## src/rtl/snake_engine.sv

```systemverilog
// rtl/snake_engine.sv - parametrised snake game engine
// Owns the snake body, direction lock, LFSR food placement and win/lose detection.
module snake_engine #(
   parameter int          COL_BITS  = 4,
   parameter int          ROW_BITS  = 4,
   parameter int          MAX_LEN   = 16,
   parameter bit          WRAP_MODE = 1'b0,
   parameter logic [15:0] LFSR_SEED = 16'hACE1,
   localparam int         LOC_W     = ROW_BITS + COL_BITS,
   localparam int         LEN_W     = $clog2(MAX_LEN + 1)
) (
   input  logic                     Clk,
   input  logic                     Reset_n,
   input  logic                     Left,
   input  logic                     Right,
   input  logic                     Up,
   input  logic                     Down,
   input  logic                     Ack,
   input  logic                     Tick,
   output logic [4:0]               State,
   output logic [LOC_W-1:0]         Food,
   output logic [LEN_W-1:0]         Length,
   output logic [MAX_LEN*LOC_W-1:0] Locations_Flat
);
   localparam logic [4:0] S_INIT  = 5'b00001;
   localparam logic [4:0] S_PLACE = 5'b00010;
   localparam logic [4:0] S_RUN   = 5'b00100;
   localparam logic [4:0] S_WIN   = 5'b01000;
   localparam logic [4:0] S_LOSE  = 5'b10000;

   // Opposite directions differ only in bit 0.
   localparam logic [1:0] D_R = 2'd0;
   localparam logic [1:0] D_L = 2'd1;
   localparam logic [1:0] D_U = 2'd2;
   localparam logic [1:0] D_D = 2'd3;

   localparam logic [ROW_BITS-1:0] ROW_MID = ROW_BITS'(2 ** (ROW_BITS - 1));
   localparam logic [COL_BITS-1:0] COL_MID = COL_BITS'(2 ** (COL_BITS - 1));
   localparam logic [LOC_W-1:0]    HEAD0   = {ROW_MID, COL_MID};
   localparam logic [LOC_W-1:0]    SEG1    = {ROW_MID, COL_MID - COL_BITS'(1)};

   logic [4:0]          state, state_nx;
   logic [15:0]         lfsr;
   logic [1:0]          dir, pend, req, committed;
   logic                req_valid;
   logic [LOC_W-1:0]    seg [MAX_LEN];
   logic [LOC_W-1:0]    food, cand, nh;
   logic [LEN_W-1:0]    len, grow_len;
   logic [COL_BITS-1:0] hcol, ncol;
   logic [ROW_BITS-1:0] hrow, nrow;
   logic                off_edge, eat, collide, on_body, lose, move;

   assign hcol     = seg[0][COL_BITS-1:0];
   assign hrow     = seg[0][LOC_W-1:COL_BITS];
   assign nh       = {nrow, ncol};
   assign cand     = lfsr[LOC_W-1:0];
   assign eat      = (nh == food);
   assign grow_len = len + LEN_W'(1);
   assign lose     = (off_edge && !WRAP_MODE) || collide;
   assign move     = (state == S_RUN) && Tick && !lose;

   always_comb begin
      ncol     = hcol;
      nrow     = hrow;
      off_edge = 1'b0;
      case (pend)
         D_R:     begin ncol = hcol + COL_BITS'(1); off_edge = &hcol;  end
         D_L:     begin ncol = hcol - COL_BITS'(1); off_edge = ~|hcol; end
         D_U:     begin nrow = hrow - ROW_BITS'(1); off_edge = ~|hrow; end
         default: begin nrow = hrow + ROW_BITS'(1); off_edge = &hrow;  end
      endcase
   end

   // The tail cell is free on a plain move because the tail leaves it this tick.
   always_comb begin
      on_body = 1'b0;
      collide = 1'b0;
      for (int k = 0; k < MAX_LEN; k++) begin
         if (LEN_W'(k) < len && seg[k] == cand)
            on_body = 1'b1;
         if (seg[k] == nh && ((LEN_W'(k + 1) < len) || (eat && LEN_W'(k) < len)))
            collide = 1'b1;
      end
   end

   always_comb begin
      req_valid = Left | Right | Up | Down;
      req       = Left ? D_L : Right ? D_R : Up ? D_U : D_D;
      committed = move ? pend : dir;
   end

   always_ff @(posedge Clk or negedge Reset_n) begin
      if (!Reset_n) state <= S_INIT;
      else          state <= state_nx;
   end

   always_comb begin
      state_nx = state;
      case (state)
         S_INIT:  if (Ack) state_nx = S_PLACE;
         S_PLACE: if (!on_body) state_nx = S_RUN;
         S_RUN: begin
            if (Tick) begin
               if (lose)     state_nx = S_LOSE;
               else if (eat) state_nx = (grow_len == LEN_W'(MAX_LEN)) ? S_WIN : S_PLACE;
            end
         end
         S_WIN, S_LOSE: if (Ack) state_nx = S_INIT;
         default: state_nx = S_INIT;
      endcase
   end

   always_comb begin
      State  = state;
      Food   = food;
      Length = len;
   end

   for (genvar g = 0; g < MAX_LEN; g++) begin : g_flat
      assign Locations_Flat[(MAX_LEN-g)*LOC_W-1 -: LOC_W] = seg[g];
   end

   always_ff @(posedge Clk or negedge Reset_n) begin
      if (!Reset_n) begin
         lfsr <= LFSR_SEED;
         dir  <= D_R;
         pend <= D_R;
         food <= '0;
         len  <= '0;
         for (int k = 0; k < MAX_LEN; k++) seg[k] <= '0;
      end else begin
         lfsr <= {lfsr[14:0], lfsr[15] ^ lfsr[13] ^ lfsr[12] ^ lfsr[10]};
         if (req_valid && req != (committed ^ 2'b01)) pend <= req;
         if (move) dir <= pend;
         case (state)
            S_INIT: begin
               dir  <= D_R;
               pend <= D_R;
               len  <= LEN_W'(2);
               for (int k = 0; k < MAX_LEN; k++) seg[k] <= '0;
               seg[0] <= HEAD0;
               seg[1] <= SEG1;
            end
            S_PLACE: if (!on_body) food <= cand;
            S_RUN: begin
               if (move) begin
                  for (int k = 1; k < MAX_LEN; k++)
                     if (LEN_W'(k) < len || (eat && LEN_W'(k) == len)) seg[k] <= seg[k-1];
                  seg[0] <= nh;
                  if (eat) len <= grow_len;
               end
            end
            default: ;
         endcase
      end
   end
endmodule

```

## config.mk

```make
export PLATFORM = sky130hd
export DESIGN_NAME = snake_engine
export DESIGN_NICKNAME = d
export VERILOG_FILES = /design/src/rtl/snake_engine.sv
export SDC_FILE = /design/constraint.sdc
export NUM_CORES = 1
export LEC_CHECK = 0
export ABC_AREA = 1
export BUFFER_PORTS_ARGS = -buffer_cell sky130_fd_sc_hd__buf_2
export CAP_MARGIN = 5
export CORE_MARGIN = 2
export CORE_UTILIZATION = 35
export DETAILED_ROUTE_END_ITERATION = 12
export GPL_TIMING_DRIVEN = 0
export PLACE_DENSITY = 0.52
export SETUP_SLACK_MARGIN = 0.5
export SLEW_MARGIN = 20
export SYNTH_ARGS = -nofsm -noshare
export SYNTH_HDL_FRONTEND = slang
export SYNTH_SLANG_ARGS = --single-unit
```

## constraint.sdc

```tcl
create_clock -name Clk -period 8.8 [get_ports Clk]
set_input_delay 1.76 -clock Clk [delete_from_list [all_inputs] [get_ports Clk]]
set_output_delay 1.76 -clock Clk [all_outputs]
set_load 0.005 [all_outputs]
```

==> results_tabular.tex <==
\begin{tabular}{lr}
\hline
Metric & Value \\
\hline
\multicolumn{2}{l}{\textbf{Status}} \\
\quad Status & finished clean \\
\multicolumn{2}{l}{\textbf{Place}} \\
\quad Total half-perimeter wirelength after legalization and detailed placement & 33710 um \\
\quad Routability-driven placement congestion ratio & 0.9795 \\
\quad Number of cells after detailed placement & 2033 \\
\quad Dpl ws & 4.511 ns \\
\quad Number of I/O port buffers & 153 \\
\multicolumn{2}{l}{\textbf{Timing}} \\
\quad Shortest period the worst path allows & $\sim$4.4 ns \\
\quad Slew at the pin closest to its max-slew limit & 1.245 ns \\
\quad RSZ-0062 raised after global routing & no \\
\quad Accumulated negative setup slack & 0 ns \\
\quad Worst-case clock skew & 0.01908 ns \\
\quad Slew Viols, Final & 0 \\
\quad Final hold viol count & 0 \\
\quad Final Worst Setup Slack & 4.435 ns \\
\quad Hold slack & 0.3576 ns \\
\quad Tightest slew margin relative to the limit & 17.01\% \\
\quad Highest clock rate & 229.1 MHz \\
\quad Number of setup violations in the final report & 0 \\
\quad Final worst-path cycle share & 49.61\% \\
\multicolumn{2}{l}{\textbf{Synth}} \\
\quad Synthesized area per cell & approximately 7.4 sq um \\
\quad Post-Syn Instances & about 1500 \\
\quad Fraction of synthesized area in multiplexers & 0\% \\
\quad Simple logic cell fraction of the synthesized area & between 20\% and 30\% \\
\quad Synthesized area & between 0.01 and 0.015 sq mm \\
\quad Post-synthesis share of cell area spent on xor and xnor gates & 11.78\% \\
\quad Async S/R FF share, synth & 100.0\% \\
\quad EDFF count, synth & 0 \\
\quad Compound-cell area share of the yosys netlist & approximately an eighth \\
\quad Share of the yosys chip area belonging to registers & 38.12\% \\
\quad Number of warning messages in the yosys log & 0 \\
\quad Combinational family with the most area after synthesis & simple AND/OR/NAND/NOR gates \\
\quad Synthesized net count & between 1000 and 1500 \\
\quad Main flop type after synthesis & dfrtp\_1 \\
\quad Adder-cell share of the synthesized area & less than 1\% \\
\quad Count of cell types in the netlist & 51 \\
\quad FF+latch count, synth & 166 \\
\multicolumn{2}{l}{\textbf{Routing}} \\
\quad Routed wirelength normalized by instance count & 22.79 um \\
\quad Vias per cell & 5.466 \\
\quad Remaining antenna violation count after routing & 0 \\
\quad Total number of vias & 11290 \\
\quad Remaining design rule violation count & 0 \\
\quad First drt pass iteration count & 6 \\
\quad DRC violation total after the first TritonRoute iteration & 1141 \\
\quad Routed wire length & 47060 um \\
\multicolumn{2}{l}{\textbf{Pwr}} \\
\quad Total design power & between 2000 and 3000 uW \\
\quad Power density over the cells & 231.6 mW/mm\^{}2 \\
\quad VDD IR-drop max & 0.0001437 V \\
\quad Static Leak & 0.006361 uW \\
\multicolumn{2}{l}{\textbf{Global routing}} \\
\quad Pin count of the biggest net entering global routing & 86 \\
\quad Initial antenna violation count & 0 \\
\quad First-pass GRT wire length & 69180 um \\
\quad Vias in the first global route & 10550 \\
\quad Total routing resource utilization after global routing & $\sim$29\% \\
\quad Grt ovf & 0 \\
\multicolumn{2}{l}{\textbf{Floorplanning}} \\
\quad Row count & between 60 and 70 \\
\quad I/O pin count & 154 \\
\quad Initial core utilization & 35.63\% \\
\quad Floorplan Core Area & 0.03067 sq mm \\
\quad Horiz. Die Dim & 180.7 um \\
\quad Vert. Die Dim & approximately 180 um \\
\quad Die Footprint & roughly 0.033 sq mm \\
\multicolumn{2}{l}{\textbf{Worst setup path}} \\
\quad Slowest cell on the critical path & o21ai\_1 \\
\quad Timing startpoint of the critical path & pend[1] \\
\quad Critical-path maximum fanout & 10 \\
\quad Nature of the critical path endpoint & flip-flop \\
\quad Max stage delay on crit path & 0.43 ns \\
\quad R2R Path End & Locations\_Flat[70] \\
\quad Reg2Reg Launch Point & pend[1] \\
\quad Sort of element at the start of the critical path & flip-flop \\
\quad Critical path arrival & 4.74 ns \\
\quad Kind of critical path & flip-flop to flip-flop \\
\quad Cell repeated most along the worst path & nand2\_1 \\
\quad Minimum setup slack among reg-to-reg paths & 4.43 ns \\
\quad Worst Reg-to-Reg Cells & 28 \\
\quad Worst Path Required & 9.17 ns \\
\multicolumn{2}{l}{\textbf{Clock network}} \\
\quad Post-cts resize count & 0 \\
\quad Clock transition at the registers of the reported paths & around 0.080 ns \\
\quad Clock tree from TritonCTS & done \\
\quad Worst-skew pair later-pin latency & around 0.47 ns \\
\quad Clock root buffer & clkbuf\_16 \\
\quad Maximum number of buffers from clock root to sink & 2 \\
\quad Setup bufs post-CTS & 0 \\
\quad Number of H-tree levels & 4 \\
\quad Num CTS Buffers & 17 \\
\quad Post-cts hold buffer count & 0 \\
\quad TritonCTS Sinks & 166 \\
\multicolumn{2}{l}{\textbf{Cells and area}} \\
\quad Layout overhead on the synthesized area & 17.14\% \\
\quad Commonest non-fill, non-tap cell in the layout & nand2\_1 \\
\quad N\_diodes & 0 \\
\quad Most used cells in the layout excluding fill and tap cells & nand2\_1, buf\_2, dfrtp\_1 \\
\quad Final instance count without filler cells & between 2000 and 2500 \\
\quad Layout cell share with drive strength beyond 1 & 16.42\% \\
\quad NumNets Final & around 1700 \\
\quad Fillers & 3244 \\
\multicolumn{2}{l}{\textbf{Hold path}} \\
\quad Terminating pin of the worst hold path & lfsr[10] \\
\quad Class of the tightest hold or removal check & flip-flop to flip-flop \\
\quad Worst hold path cell count & 0 \\
\quad Hold wc startpoint & lfsr[9] \\
\multicolumn{2}{l}{\textbf{Job}} \\
\quad Max-cap violations & 0 \\
\hline
\end{tabular}
[worst max-delay path, delay by kind of cell, from the launching register on]
family                   cells  cell delay, ns
AND/OR/NAND/NOR             18            2.01
buffers and inverters        6            0.92
AO/OA/AOI/OAI                3            0.66
flip-flops                   1            0.38
adder cells (fa/ha/maj)      1            0.29
[metal layers]
| layer | up-vias | GRT usage, % | wire length, um |
|---|---|---|---|
| met2 | 535 | 43.98 | 20820 |
| met1 | 5448 | 39.24 | 20690 |
| met5 | - | 0 | 0 |
| met3 | 109 | 4.173 | 3323 |
| li1 | 5195 | - | - |
| met4 | 0 | 13.61 | 2230 |
[worst max path at each step]
stage,to,slack [ns],cells past startpoint
2_1_floorplan,pend[0],5.66,31
3_3_place_gp,Locations_Flat[108],3.12,1
3_5_place_dp,Locations_Flat[70],4.51,28
4_1_cts,Locations_Flat[70],4.49,28
5_1_grt,Locations_Flat[88],4.26,26
6_report,Locations_Flat[70],4.43,28
[power breakdown]
part / leakage, uW / total, uW / switching, uW / internal (uW)
combinational: 0.00382 / 1350 / 983 / 363
clock: 0.000280 / 770 / 387 / 383
sequential: 0.00226 / 848 / 51.5 / 796
[logic make-up after synthesis]
logic type / Yosys count
simple gates: 731
compound gates: 230
buf+inv: 204
flops: 166
xor+xnor: 147
fa+ha+maj: 5
[flip-flops by register name (all words and copies together) (netlist names)]
| register | cells |
|---|---|
| lfsr | 16 |
| State | 5 |
| pend | 2 |
| dir | 2 |
| Food | 8 |
| Length | 5 |
| Locations_Flat | 128 |
[metrics by stage]
step	instance area (sq um)	utilization, %
after global placement	12190	39.74
after floorplan	10930	-
after CTS	12800	41.73
after global routing	12800	41.74
final	12800	41.74
after detailed placement	12230	39.87
[synth_stat cells, types with 18 or more instances]
master	number	area, sq um
buf_2	19	95.09
o21ai_0	85	425.4
xor2_1	99	867.1
a21oi_1	21	105.1
clkbuf_1	29	108.9
nor4_1	18	112.6
nor2_1	104	390.4
nand4_1	28	175.2
o21ai_1	44	220.2
xnor2_1	48	420.4
nand3_1	91	455.4
o31ai_1	27	202.7
dfrtp_1	157	3929
inv_1	132	495.5
nand2_1	435	1633
o22ai_1	20	125.1
[layout make-up]
type / instances / area, sq um / share of cell area (%)
Buffer: 66 / 366.6 / 2.864
Clock buffer: 18 / 439.2 / 3.431
Clock inverter: 14 / 133.9 / 1.046
Inverter: 138 / 518.0 / 4.047
Multi-Input combinational cell: 1113 / 5879 / 45.93
Sequential cell: 166 / 4165 / 32.54
Tap cell: 396 / 495.5 / 3.871
Timing Repair Buffer: 154 / 803.3 / 6.275
Note: power is estimated with default switching activity, not from simulation.
